### config.mk
export PLATFORM = sky130hd
export DESIGN_NAME = rrp_otf_conv_flat
export DESIGN_NICKNAME = d
export VERILOG_FILES = /design/src/rtl/rrp_otf_conv_pkg.sv /design/src/rtl/rrp_otf_conv_if.sv /design/src/rtl/rrp_otf_conv_step.sv /design/src/rtl/rrp_otf_conv.sv /design/src/flat_wrapper.sv
export SDC_FILE = /design/constraint.sdc
export NUM_CORES = 1
export LEC_CHECK = 0
export CAP_MARGIN = 10
export CORE_AREA = 2 2 84 86
export CTS_CLUSTER_SIZE = 14
export DETAILED_ROUTE_END_ITERATION = 10
export DIE_AREA = 0 0 86 88
export HOLD_SLACK_MARGIN = 0.1
export PLACE_DENSITY = 0.71
export SLEW_MARGIN = 5
export SYNTH_ARGS = -nofsm -noshare
export SYNTH_HDL_FRONTEND = slang
export SYNTH_HIERARCHICAL = 1
export SYNTH_SLANG_ARGS = --single-unit
### constraint.sdc
create_clock -name clk -period 5.38 [get_ports clk]
set_input_delay 1.076 -clock clk [delete_from_list [all_inputs] [get_ports clk]]
set_output_delay 1.076 -clock clk [all_outputs]
set_load 0.005 [all_outputs]
### src/rtl/rrp_otf_conv_pkg.sv
// Shared sizing helpers and FSM state type for the redundant-to-binary
// on-the-fly converter and its companion multiplier benches.
package rrp_otf_conv_pkg;

    function automatic int digit_bits(input int radix);
        return $clog2(radix) + 1;
    endfunction

    function automatic int num_digits(input int width);
        return 2 * width + 1;
    endfunction

    function automatic int out_bits(input int radix, input int width);
        return num_digits(width) * $clog2(radix) + 1;
    endfunction

    typedef enum logic [1:0] {
        ST_IDLE = 2'd0,
        ST_CONV = 2'd1,
        ST_DONE = 2'd2
    } state_e;

endpackage

### src/rtl/rrp_otf_conv_if.sv
// Valid/ready handshake bundle carrying the signed-digit word in and the
// two's-complement result out.
interface rrp_otf_conv_if #(
    parameter int RADIX = 4,
    parameter int WIDTH = 4
);
    import rrp_otf_conv_pkg::*;

    localparam int D     = digit_bits(RADIX);
    localparam int NDIG  = num_digits(WIDTH);
    localparam int OUT_W = out_bits(RADIX, WIDTH);

    logic                in_valid;
    logic [D*NDIG-1:0]   in_data;
    logic                in_ready;
    logic                out_valid;
    logic                out_ready;
    logic [OUT_W-1:0]    out_data;
    logic                out_err;

    modport master (
        output in_valid, in_data, out_ready,
        input  in_ready, out_valid, out_data, out_err
    );

    modport slave (
        input  in_valid, in_data, out_ready,
        output in_ready, out_valid, out_data, out_err
    );

endinterface

### src/rtl/rrp_otf_conv_step.sv
// One on-the-fly conversion step: shifts Q/QM by one digit and appends the
// new digit field, so no carry chain spans the result width.
module rrp_otf_conv_step
    import rrp_otf_conv_pkg::*;
#(
    parameter int RADIX = 4,
    parameter int WIDTH = 4
) (
    input  logic [out_bits(RADIX, WIDTH)-1:0] q_i,
    input  logic [out_bits(RADIX, WIDTH)-1:0] qm_i,
    input  logic [digit_bits(RADIX)-1:0]      dig_i,
    output logic [out_bits(RADIX, WIDTH)-1:0] q_o,
    output logic [out_bits(RADIX, WIDTH)-1:0] qm_o,
    output logic                              bad_o
);
    localparam int D     = digit_bits(RADIX);
    localparam int OUT_W = out_bits(RADIX, WIDTH);
    localparam int LB    = $clog2(RADIX);

    logic             dig_neg;
    logic             dig_pos;
    logic [OUT_W-1:0] q_src;
    logic [OUT_W-1:0] qm_src;
    logic [LB-1:0]    dig_m1;

    // (r+q) and (r-1+q) are just the low LB bits of q and q-1 modulo r.
    always_comb begin
        dig_neg = dig_i[D-1];
        dig_pos = !dig_neg && (dig_i != '0);
        q_src   = dig_neg ? qm_i : q_i;
        qm_src  = dig_pos ? q_i : qm_i;
        dig_m1  = dig_i[LB-1:0] - LB'(1);
        q_o     = (q_src << LB)  | {{(OUT_W-LB){1'b0}}, dig_i[LB-1:0]};
        qm_o    = (qm_src << LB) | {{(OUT_W-LB){1'b0}}, dig_m1};
        bad_o   = (dig_i == {1'b1, {(D-1){1'b0}}});
    end

endmodule

### src/rtl/rrp_otf_conv.sv
// Serial MSD-first converter from a signed-digit product word to a
// two's-complement result, one digit per cycle.
module rrp_otf_conv
    import rrp_otf_conv_pkg::*;
#(
    parameter int RADIX = 4,
    parameter int WIDTH = 4
) (
    input  logic               clk,
    input  logic               rst,
    rrp_otf_conv_if.slave      bus
);
    localparam int D     = digit_bits(RADIX);
    localparam int NDIG  = num_digits(WIDTH);
    localparam int OUT_W = out_bits(RADIX, WIDTH);
    localparam int CNT_W = $clog2(NDIG);

    state_e              state_q, state_d;
    logic [CNT_W-1:0]    cnt_q;
    logic [D*NDIG-1:0]   data_q;
    logic [OUT_W-1:0]    q_q, qm_q;
    logic                err_q;

    logic [D-1:0]        cur_dig;
    logic [OUT_W-1:0]    step_q, step_qm;
    logic                step_bad;

    assign cur_dig = data_q[int'(cnt_q)*D +: D];

    rrp_otf_conv_step #(.RADIX(RADIX), .WIDTH(WIDTH)) u_step (
        .q_i   (q_q),
        .qm_i  (qm_q),
        .dig_i (cur_dig),
        .q_o   (step_q),
        .qm_o  (step_qm),
        .bad_o (step_bad)
    );

    always_ff @(posedge clk) begin
        if (rst) state_q <= ST_IDLE;
        else     state_q <= state_d;
    end

    always_comb begin
        state_d = state_q;
        case (state_q)
            ST_IDLE: if (bus.in_valid)       state_d = ST_CONV;
            ST_CONV: if (cnt_q == '0)        state_d = ST_DONE;
            ST_DONE: if (bus.out_ready)      state_d = ST_IDLE;
            default:                         state_d = ST_IDLE;
        endcase
    end

    always_comb begin
        bus.in_ready  = (state_q == ST_IDLE);
        bus.out_valid = (state_q == ST_DONE);
        bus.out_data  = q_q;
        bus.out_err   = err_q;
    end

    // The latched copy decouples the conversion from later in_data changes.
    always_ff @(posedge clk) begin
        if (rst) begin
            cnt_q  <= '0;
            data_q <= '0;
            q_q    <= '0;
            qm_q   <= '1;
            err_q  <= 1'b0;
        end else begin
            case (state_q)
                ST_IDLE: if (bus.in_valid) begin
                    data_q <= bus.in_data;
                    q_q    <= '0;
                    qm_q   <= '1;
                    err_q  <= 1'b0;
                    cnt_q  <= CNT_W'(NDIG - 1);
                end
                ST_CONV: begin
                    q_q   <= step_q;
                    qm_q  <= step_qm;
                    err_q <= err_q | step_bad;
                    if (cnt_q != '0) cnt_q <= cnt_q - CNT_W'(1);
                end
                default: ;
            endcase
        end
    end

endmodule
### src/flat_wrapper.sv
// flat-port wrapper written by rule: the top's interface ports become plain ports
module rrp_otf_conv_flat import rrp_otf_conv_pkg::*;
#(
    parameter int RADIX = 4,
    parameter int WIDTH = 4
)
  (clk, rst, bus_in_valid, bus_in_data, bus_out_ready, bus_in_ready, bus_out_valid, bus_out_data, bus_out_err);
  rrp_otf_conv_if #(.RADIX(RADIX), .WIDTH(WIDTH)) bus_i ();
  input  logic clk;
  input  logic rst;
  input wire logic [$bits(bus_i.in_valid)-1:0] bus_in_valid;
  input wire logic [$bits(bus_i.in_data)-1:0] bus_in_data;
  input wire logic [$bits(bus_i.out_ready)-1:0] bus_out_ready;
  output wire logic [$bits(bus_i.in_ready)-1:0] bus_in_ready;
  output wire logic [$bits(bus_i.out_valid)-1:0] bus_out_valid;
  output wire logic [$bits(bus_i.out_data)-1:0] bus_out_data;
  output wire logic [$bits(bus_i.out_err)-1:0] bus_out_err;
  assign bus_i.in_valid = bus_in_valid;
  assign bus_i.in_data = bus_in_data;
  assign bus_i.out_ready = bus_out_ready;
  assign bus_in_ready = bus_i.in_ready;
  assign bus_out_valid = bus_i.out_valid;
  assign bus_out_data = bus_i.out_data;
  assign bus_out_err = bus_i.out_err;
  rrp_otf_conv #(.RADIX(RADIX), .WIDTH(WIDTH)) u_core (.clk(clk), .rst(rst), .bus(bus_i));
endmodule
; ---- Yosys cells after proc, flatten, opt, wreduce, memory -nomap -nowiden
; Cells that the tools add are included.
[word_totals]
ff_bits = 70
elab_cells = 46
out_inout_bits = 22
[classes]
shift = 1
add_sub_neg = 2
mux = 15
reduce_logical = 11
n_bitwise = 3
mul = 1
n_eq_ne = 7
[ops]
columns = cell, count
row1 = $pmux 19 s2, 1
row2 = $mux 17, 2
row3 = $pmux 17 s2, 1
row4 = $shiftx 27x32->3, 1
row5 = $mux 19, 1
row6 = $or 19x2->19, 1
row7 = $or 17x2->17, 1
row8 = $mux 15, 1
row9 = $mux 4, 2
row10 = $pmux 4 s2, 1
row11 = $mul 4x2->6 const B, 1
row12 = $mux 2, 3
row13 = $pmux 2 s3, 1
row14 = $reduce_and 3->1, 2
row15 = $logic_not 4->1, 1
row16 = $ne 2x1->1 const B, 2
row17 = $ne 2x2->1 const B, 2
row18 = $reduce_and 2->1, 2
row19 = $reduce_bool 4->1, 1
row20 = $sub 4x1->4 const B, 1
row21 = $eq 3x3->1 const B, 1
row22 = $reduce_bool 3->1, 1
row23 = $eq 2x1->1 const B, 1
row24 = $eq 2x2->1 const B, 1
row25 = other kinds (8), 8

; ---- Depth between registers and ports, before layout
; Gate-level depths: netlist of the first run.
[logic_depth]
ltp_word = 7
ltp_mapped = 11

; ---- Cells and area by module
; Netlist of the first run, hierarchy kept.
[by_module_without_submodules]
columns = module, area_per_inst_um2, cells_per_inst, n_inst
row1 = rrp_otf_conv, 2743.9, 288, 1
row2 = rrp_otf_conv_step, 524.3, 45, 1

; ---- Least setup slack after synthesis of the first run
; OpenSTA, ideal clock, no wires.
[synth_path]
path_type = reg2reg
from = reg u_core.cnt_q[0]
to = reg u_core.qm_q[11]
path_slack_ps = 2742
arrival_ps = 2516
n_path_buf = 2
synth_period_minus_slack_ps = 2638
path_stages_with_launch = 10
cell_sequence = dfxtp_1 -> clkbuf_1 -> mux4_2 -> a221o_1 -> inv_1 -> ha_1 -> nor2_8 -> buf_12 -> mux2_4 -> a221o_1
[synth_via]
elab_chain_len = 7
[synth_rtl]
columns = item, line_no
row1 = start: declaration, rrp_otf_conv.sv:19  ; logic [CNT_W-1:0] cnt_q;
row2 = start signal: assignment, rrp_otf_conv.sv:76  ; cnt_q <= CNT_W'(NDIG - 1);
row3 = start signal: assignment, rrp_otf_conv.sv:82  ; if (cnt_q != '0) cnt_q <= cnt_q - CNT_W'(1);
row4 = $mul 4x2->6, rrp_otf_conv.sv:28  ; assign cur_dig = data_q[int'(cnt_q)*D +: D];
row5 = $shiftx 27x32->3, rrp_otf_conv.sv:28
row6 = via u_core.cur_dig[1], rrp_otf_conv.sv:24  ; logic [D-1:0] cur_dig;
row7 = $reduce_bool 3->1, rrp_otf_conv_step.sv:29  ; dig_pos = !dig_neg && (dig_i != '0);
row8 = $logic_and 1x1->1, rrp_otf_conv_step.sv:29
row9 = $mux 15, rrp_otf_conv_step.sv:31  ; qm_src = dig_pos ? q_i : qm_i;
row10 = $or 17x2->17, rrp_otf_conv_step.sv:34  ; qm_o = (qm_src << LB) | {{(OUT_W-LB){1'b0}}, dig_m1};
row11 = via u_core.step_qm[11], rrp_otf_conv.sv:25  ; logic [OUT_W-1:0] step_q, step_qm;
row12 = $pmux 17 s2, rrp_otf_conv.sv:70  ; case (state_q)
row13 = end signal: assignment, rrp_otf_conv.sv:80  ; qm_q <= step_qm;
row14 = end: declaration, rrp_otf_conv.sv:21  ; logic [OUT_W-1:0] q_q, qm_q;
; The timed path passes the listed nets, and every way through them passes these cells.
; A chain may end at the register's enable or synchronous reset.

; ---- Worst setup path after layout of the first run
[layout_path]
from = reg u_core.cnt_q[0]
to = reg u_core.qm_q[9]
[layout_via]
elab_chain_len = 7
[layout_rtl]
columns = item, line_no
row1 = $mul 4x2->6 *, rrp_otf_conv.sv:28
row2 = $shiftx 27x32->3 *, rrp_otf_conv.sv:28
row3 = via u_core.cur_dig[2], rrp_otf_conv.sv:24
row4 = $reduce_bool 3->1 or $logic_not 1->1 (tied branches), rrp_otf_conv_step.sv:29
row5 = $logic_and 1x1->1 *, rrp_otf_conv_step.sv:29
row6 = $mux 15 *, rrp_otf_conv_step.sv:31
row7 = $or 17x2->17 *, rrp_otf_conv_step.sv:34
row8 = via u_core.step_qm[9], rrp_otf_conv.sv:25
row9 = $pmux 17 s2 *, rrp_otf_conv.sv:70
; The timed path passes the listed nets; every way through them passes the cells marked *.

==> impl_metrics.tcl, run 1 <==
set metrics [dict create \
    area_growth_syn_to_layout_pct 20.9 \
    die_w_microns 86 \
    gp_congestion 0.799 \
    finalHoldViolCount 0 \
    swShare_pct 28.2 \
    grt_pass1_wl_mm 10.8 \
    p_comb_share_pct 26.0 \
    synthesis.nets 360 \
    drive_above_1_share_pct 17.2 \
    multiInputGateArea_sq_um 1590 \
    final_common_cell "dfxtp_1" \
    setup-violations-final 0 \
    htreeDepth 3 \
    track_usage_pct 18.1 \
    seq_area_sq_um 1400 \
    p_total_mw 1.38 \
    maxCapViolations 0 \
    core_area_sq_um 6640 \
    rows 30 \
    cts_resized 0 \
    synth_warnings 6 \
    p_switching_mw 0.388 \
    io_pins 53 \
    setup_tns_ns 0 \
    drt_iter0_drc 126 \
    finish.utilization_pct 58.0 \
    crit_top_cell "a221o_1" \
    worstHoldPathType "reg -> reg" \
    finalCritPeriodShare_pct 62.4 \
    power_density_nw_per_um2 358 \
    crit_slowest_cell "dfxtp_1" \
    clock_path_buffers 2 \
    drcViolationCount 0 \
    grt_pass1_vias 2365 \
    crit_path_end_kind "register" \
    finalWirelength_mm 6.39 \
    syn_avg_cell_area_sq_um 9.74 \
    io_buffers 52 \
    crit_path_start_kind "register" \
    postCtsHoldBufs 0 \
    seq_power_share_pct 44.6 \
    diodes 0 \
    cts_tree "done" \
    syn_inst 327 \
    outcome "finished clean" \
    wl_per_cell_microns 14.3 \
    die_area_sq_um 7570 \
    crit_fanout 19 \
    numClockSinks 70 \
    holdWs_ns 0.454 \
    rsz0062_at_grt "no" \
    clock-skew-final_ns 0.0107 \
    dieHeight_microns 88 \
    grt.overflow.total 0 \
    hpwl_mm 4.11 \
    crit_arrival_ns 3.58 \
    tightestPinTransition_ns 1.01 \
    firstDrtPassIters 7 \
    antenna_found_initial 0 \
    p_clk_share_pct 29.4 \
    p_leak_nw 1.42 \
    via_per_inst 5.42 \
    clkTransAtPathRegs_ns 0.07 \
    worstPathCellList "mux4_2 -> a221o_1 -> nor2_8 -> mux2_2 -> a221o_1" \
    slowest_delay_ns 0.82 \
    required_ns 5.60 \
    insertion_delay_ns 0.34 \
    ant_nets 0 \
    max_slew_margin_pct 32.4 \
    internal_power_mw 0.989 \
    most-common-layout-cells "dfxtp_1, nand2_1, clkdlybuf4s50_1" \
    synth_area_sq_um 3190 \
    worst-setup-path-type "reg -> reg" \
    drv_slew 0 \
    cts_setup_buffers 0 \
    peakVddDrop_uv 181 \
    initial_core_util_pct 47.9 \
    clockRootBuffer "clkbuf_8" \
    vias 2424 \
    finalWorstPathRequiredPeriod_ns 3.35 \
    fillers 602 \
    grt_max_degree 53 \
    final_nets 396 \
    cts_buffers 9 \
    fmax_ghz 0.298 \
]
layer usage:
layer  track usage (%)  vias to the layer above  wire (microns)
li1                  -                     1239               -
met1              21.9                     1128            2990
met2              30.8                       51            3050
met3              5.47                        6             272
met4              6.06                        0              76
met5                 0                        -               0
final timing paths:
check                                 startpoint               end  slack [ns]  depth (start not counted)
worst min register to register  u_core/data_q[3]  u_core/data_q[3]        0.45                          2
worst max register to register   u_core/cnt_q[0]    u_core/qm_q[9]        2.03                          5
worst max-delay path             u_core/cnt_q[0]    u_core/qm_q[9]        2.03                          5
worst min-delay path            u_core/data_q[3]  u_core/data_q[3]        0.45                          2
layout make-up:
cell class                 count  area share (%)
timing repair buffer          56            14.2
clock buffer                  11            3.67
inverter                       7           0.682
sequential                    70            36.4
clock inverter                 4            1.23
tap                           80            2.60
multi-input combinational    219            41.3
stage by stage:
| stage | setup slack (ns) | cell area (sq um) | instances |
|---|---|---|---|
| 2_1_floorplan | 2.75 | 3190 | 327 |
| 3_3_place_gp | 1.82 | 3660 | 432 |
| 3_5_place_dp | 1.81 | 3660 | 432 |
| 4_1_cts | 1.98 | 3850 | 447 |
| 5_1_grt | 1.84 | 3850 | 447 |
| 6_report | 2.03 | 3850 | 447 |
power by group through the flow:
stage / registers [mW] / logic, mW / clock network [mW]
after floorplan: 0.606 / 0.308 / 0
after global placement: 0.625 / 0.353 / 0
after detailed placement: 0.626 / 0.359 / 0
after CTS: 0.615 / 0.361 / 0.419
after global routing: 0.623 / 0.393 / 0.442
final: 0.615 / 0.358 / 0.405
critical path, delay by kind of cell (launching register included):
family,cells,cell delay (ns)
mux,2,0.97
flops,1,0.82
compound gates,2,0.99
simple gates,1,0.46
sequential cells by signal (all words and copies together) (netlist names):
register	count
u_core/cnt_q	4
u_core/data_q	27
u_core/bus.out_err	1
u_core/state_q	2
u_core/bus.out_data	19
u_core/qm_q	17
Power figures use the tool's default switching activity.
==> inputs of run 2 (changes only) <==
CORE_AREA = 2 2 86 88   (was 2 2 84 86)
DIE_AREA = 0 0 88 90   (was 0 0 86 88)
clock period = 2.8 ns   (was 5.38 ns; I/O delays follow)
==> impl_metrics.tcl, run 2 (synthesis gave the netlist of run 1 again) <==
set metrics [dict create \
    outcome "finished clean" \
    dieHeight_microns 90 \
    worst-setup-path-type "reg -> reg" \
    core_area_sq_um 7020 \
    p_leak_nw 1.46 \
    worstPathCellList "mux4_2 -> a221o_1 -> inv_1 -> ha_1 -> nor2_8 -> buf_12 -> mux2_4 -> a221o_1" \
    finalWorstPathRequiredPeriod_ns 2.68 \
    rsz0062_at_grt "no" \
    numClockSinks 70 \
    most-common-layout-cells "dfxtp_1, nand2_1, clkdlybuf4s50_1" \
    worstHoldPathType "reg -> reg" \
    cts_buffers 9 \
    multiInputGateArea_sq_um 1600 \
    final_common_cell "dfxtp_1" \
    die_area_sq_um 7920 \
    grt.overflow.total 0 \
    drv_slew 0 \
    grt_max_degree 38 \
    firstDrtPassIters 4 \
    finalWirelength_mm 6.82 \
    via_per_inst 5.29 \
    regMostFlops "u_core/data_q" \
    fmax_ghz 0.373 \
    htreeDepth 3 \
    largest_register_ffs 27 \
    track_usage_pct 18.0 \
    seq_area_sq_um 1400 \
    final_nets 404 \
    insertion_delay_ns 0.34 \
    power_density_nw_per_um2 670 \
    crit_fanout 10 \
    clock-skew-final_ns 0.00818 \
    crit_path_end_kind "register" \
    crit_path_start_kind "register" \
    tightestPinTransition_ns 0.397 \
    peakVddDrop_uv 323 \
    wl_per_cell_microns 14.4 \
    setup-violations-final 0 \
    maxCapViolations 0 \
    crit_top_cell "a221o_1" \
    crit_slowest_cell "mux4_2" \
    cts_tree "done" \
    drive_above_1_share_pct 18.9 \
    finalHoldViolCount 0 \
    diodes 0 \
    max_slew_margin_pct 73.2 \
    drt_iter0_drc 92 \
    postCtsHoldBufs 0 \
    area_growth_syn_to_layout_pct 23.9 \
    vias 2507 \
    rows 31 \
    io_pins 53 \
    finish.utilization_pct 56.2 \
    setup_tns_ns 0 \
    hpwl_mm 4.46 \
    clockRootBuffer "clkbuf_8" \
    gp_congestion 0.827 \
    grt_pass1_wl_mm 11.4 \
    fillers 653 \
    clock_path_buffers 2 \
    required_ns 3.03 \
    initial_core_util_pct 45.4 \
    io_buffers 52 \
    drcViolationCount 0 \
    antenna_found_initial 0 \
    die_w_microns 88 \
    slowest_delay_ns 0.53 \
    ant_nets 0 \
    crit_arrival_ns 2.91 \
    grt_pass1_vias 2420 \
    clkTransAtPathRegs_ns 0.07 \
    finalCritPeriodShare_pct 95.8 \
]
-- run 2: area by class of cell --
cell class / count / area share (%)
inverter: 7 / 0.666
clock buffer: 14 / 4.12
clock inverter: 1 / 0.127
timing repair buffer: 64 / 16.0
multi-input combinational: 219 / 40.4
sequential: 70 / 35.5
tap: 99 / 3.14
-- run 2: worst max-delay path: cells and delay by family, from the launching register on --
family	cells	cell delay, ns
AO/OA/AOI/OAI	2	0.70
adder cells (fa/ha/maj)	1	0.28
buffers and inverters	2	0.23
flip-flops	1	0.46
multiplexers	2	0.82
AND/OR/NAND/NOR	1	0.08
-- run 2: worst paths after layout --
| check | from | cells past startpoint | slack, ns | endpoint |
|---|---|---|---|---|
| worst min register to register | u_core/data_q[5] | 2 | 0.45 | u_core/data_q[5] |
| worst min-delay path | u_core/data_q[5] | 2 | 0.45 | u_core/data_q[5] |
| worst max-delay path | u_core/cnt_q[0] | 8 | 0.12 | u_core/qm_q[3] |
| worst max register to register | u_core/cnt_q[0] | 8 | 0.12 | u_core/qm_q[3] |
-- run 2: where the power goes --
group | leakage [nW] | internal [mW] | switching (mW)
clock network | 0.0865 | 0.365 | 0.344
registers | 0.574 | 1.09 | 0.0868
logic | 0.800 | 0.426 | 0.329
-- run 2: repair_timing --
item | in CTS | in global routing
endpoints found under the setup margin | 0 | 11
resized for setup | 0 | 2
setup buffers | 0 | 2
-- run 2: through the flow --
stage	worst slack [ns]	hold slack, ns	std cells	instance area [sq um]	power, mW
3_3_place_gp	0.131	0.441	457	3730	1.89
2_1_floorplan	0.171	0.433	327	3190	1.76
3_5_place_dp	0.0937	0.448	457	3730	1.91
6_report	0.118	0.454	474	3950	2.65
5_1_grt	0.00249	0.479	474	3950	2.79
4_1_cts	0.0886	0.457	472	3900	2.62
-- run 2: layer usage --
metal  vias up  wire length (microns)  share of wire [%]  track usage, %
met5         -                      0                  0               0
met2        60                   3290                 48            28.2
li1       1256                      -                  -               -
met3         7                    301                4.4            4.78
met4         0                    100                1.5            7.69
met1      1184                   3130                 46            23.0
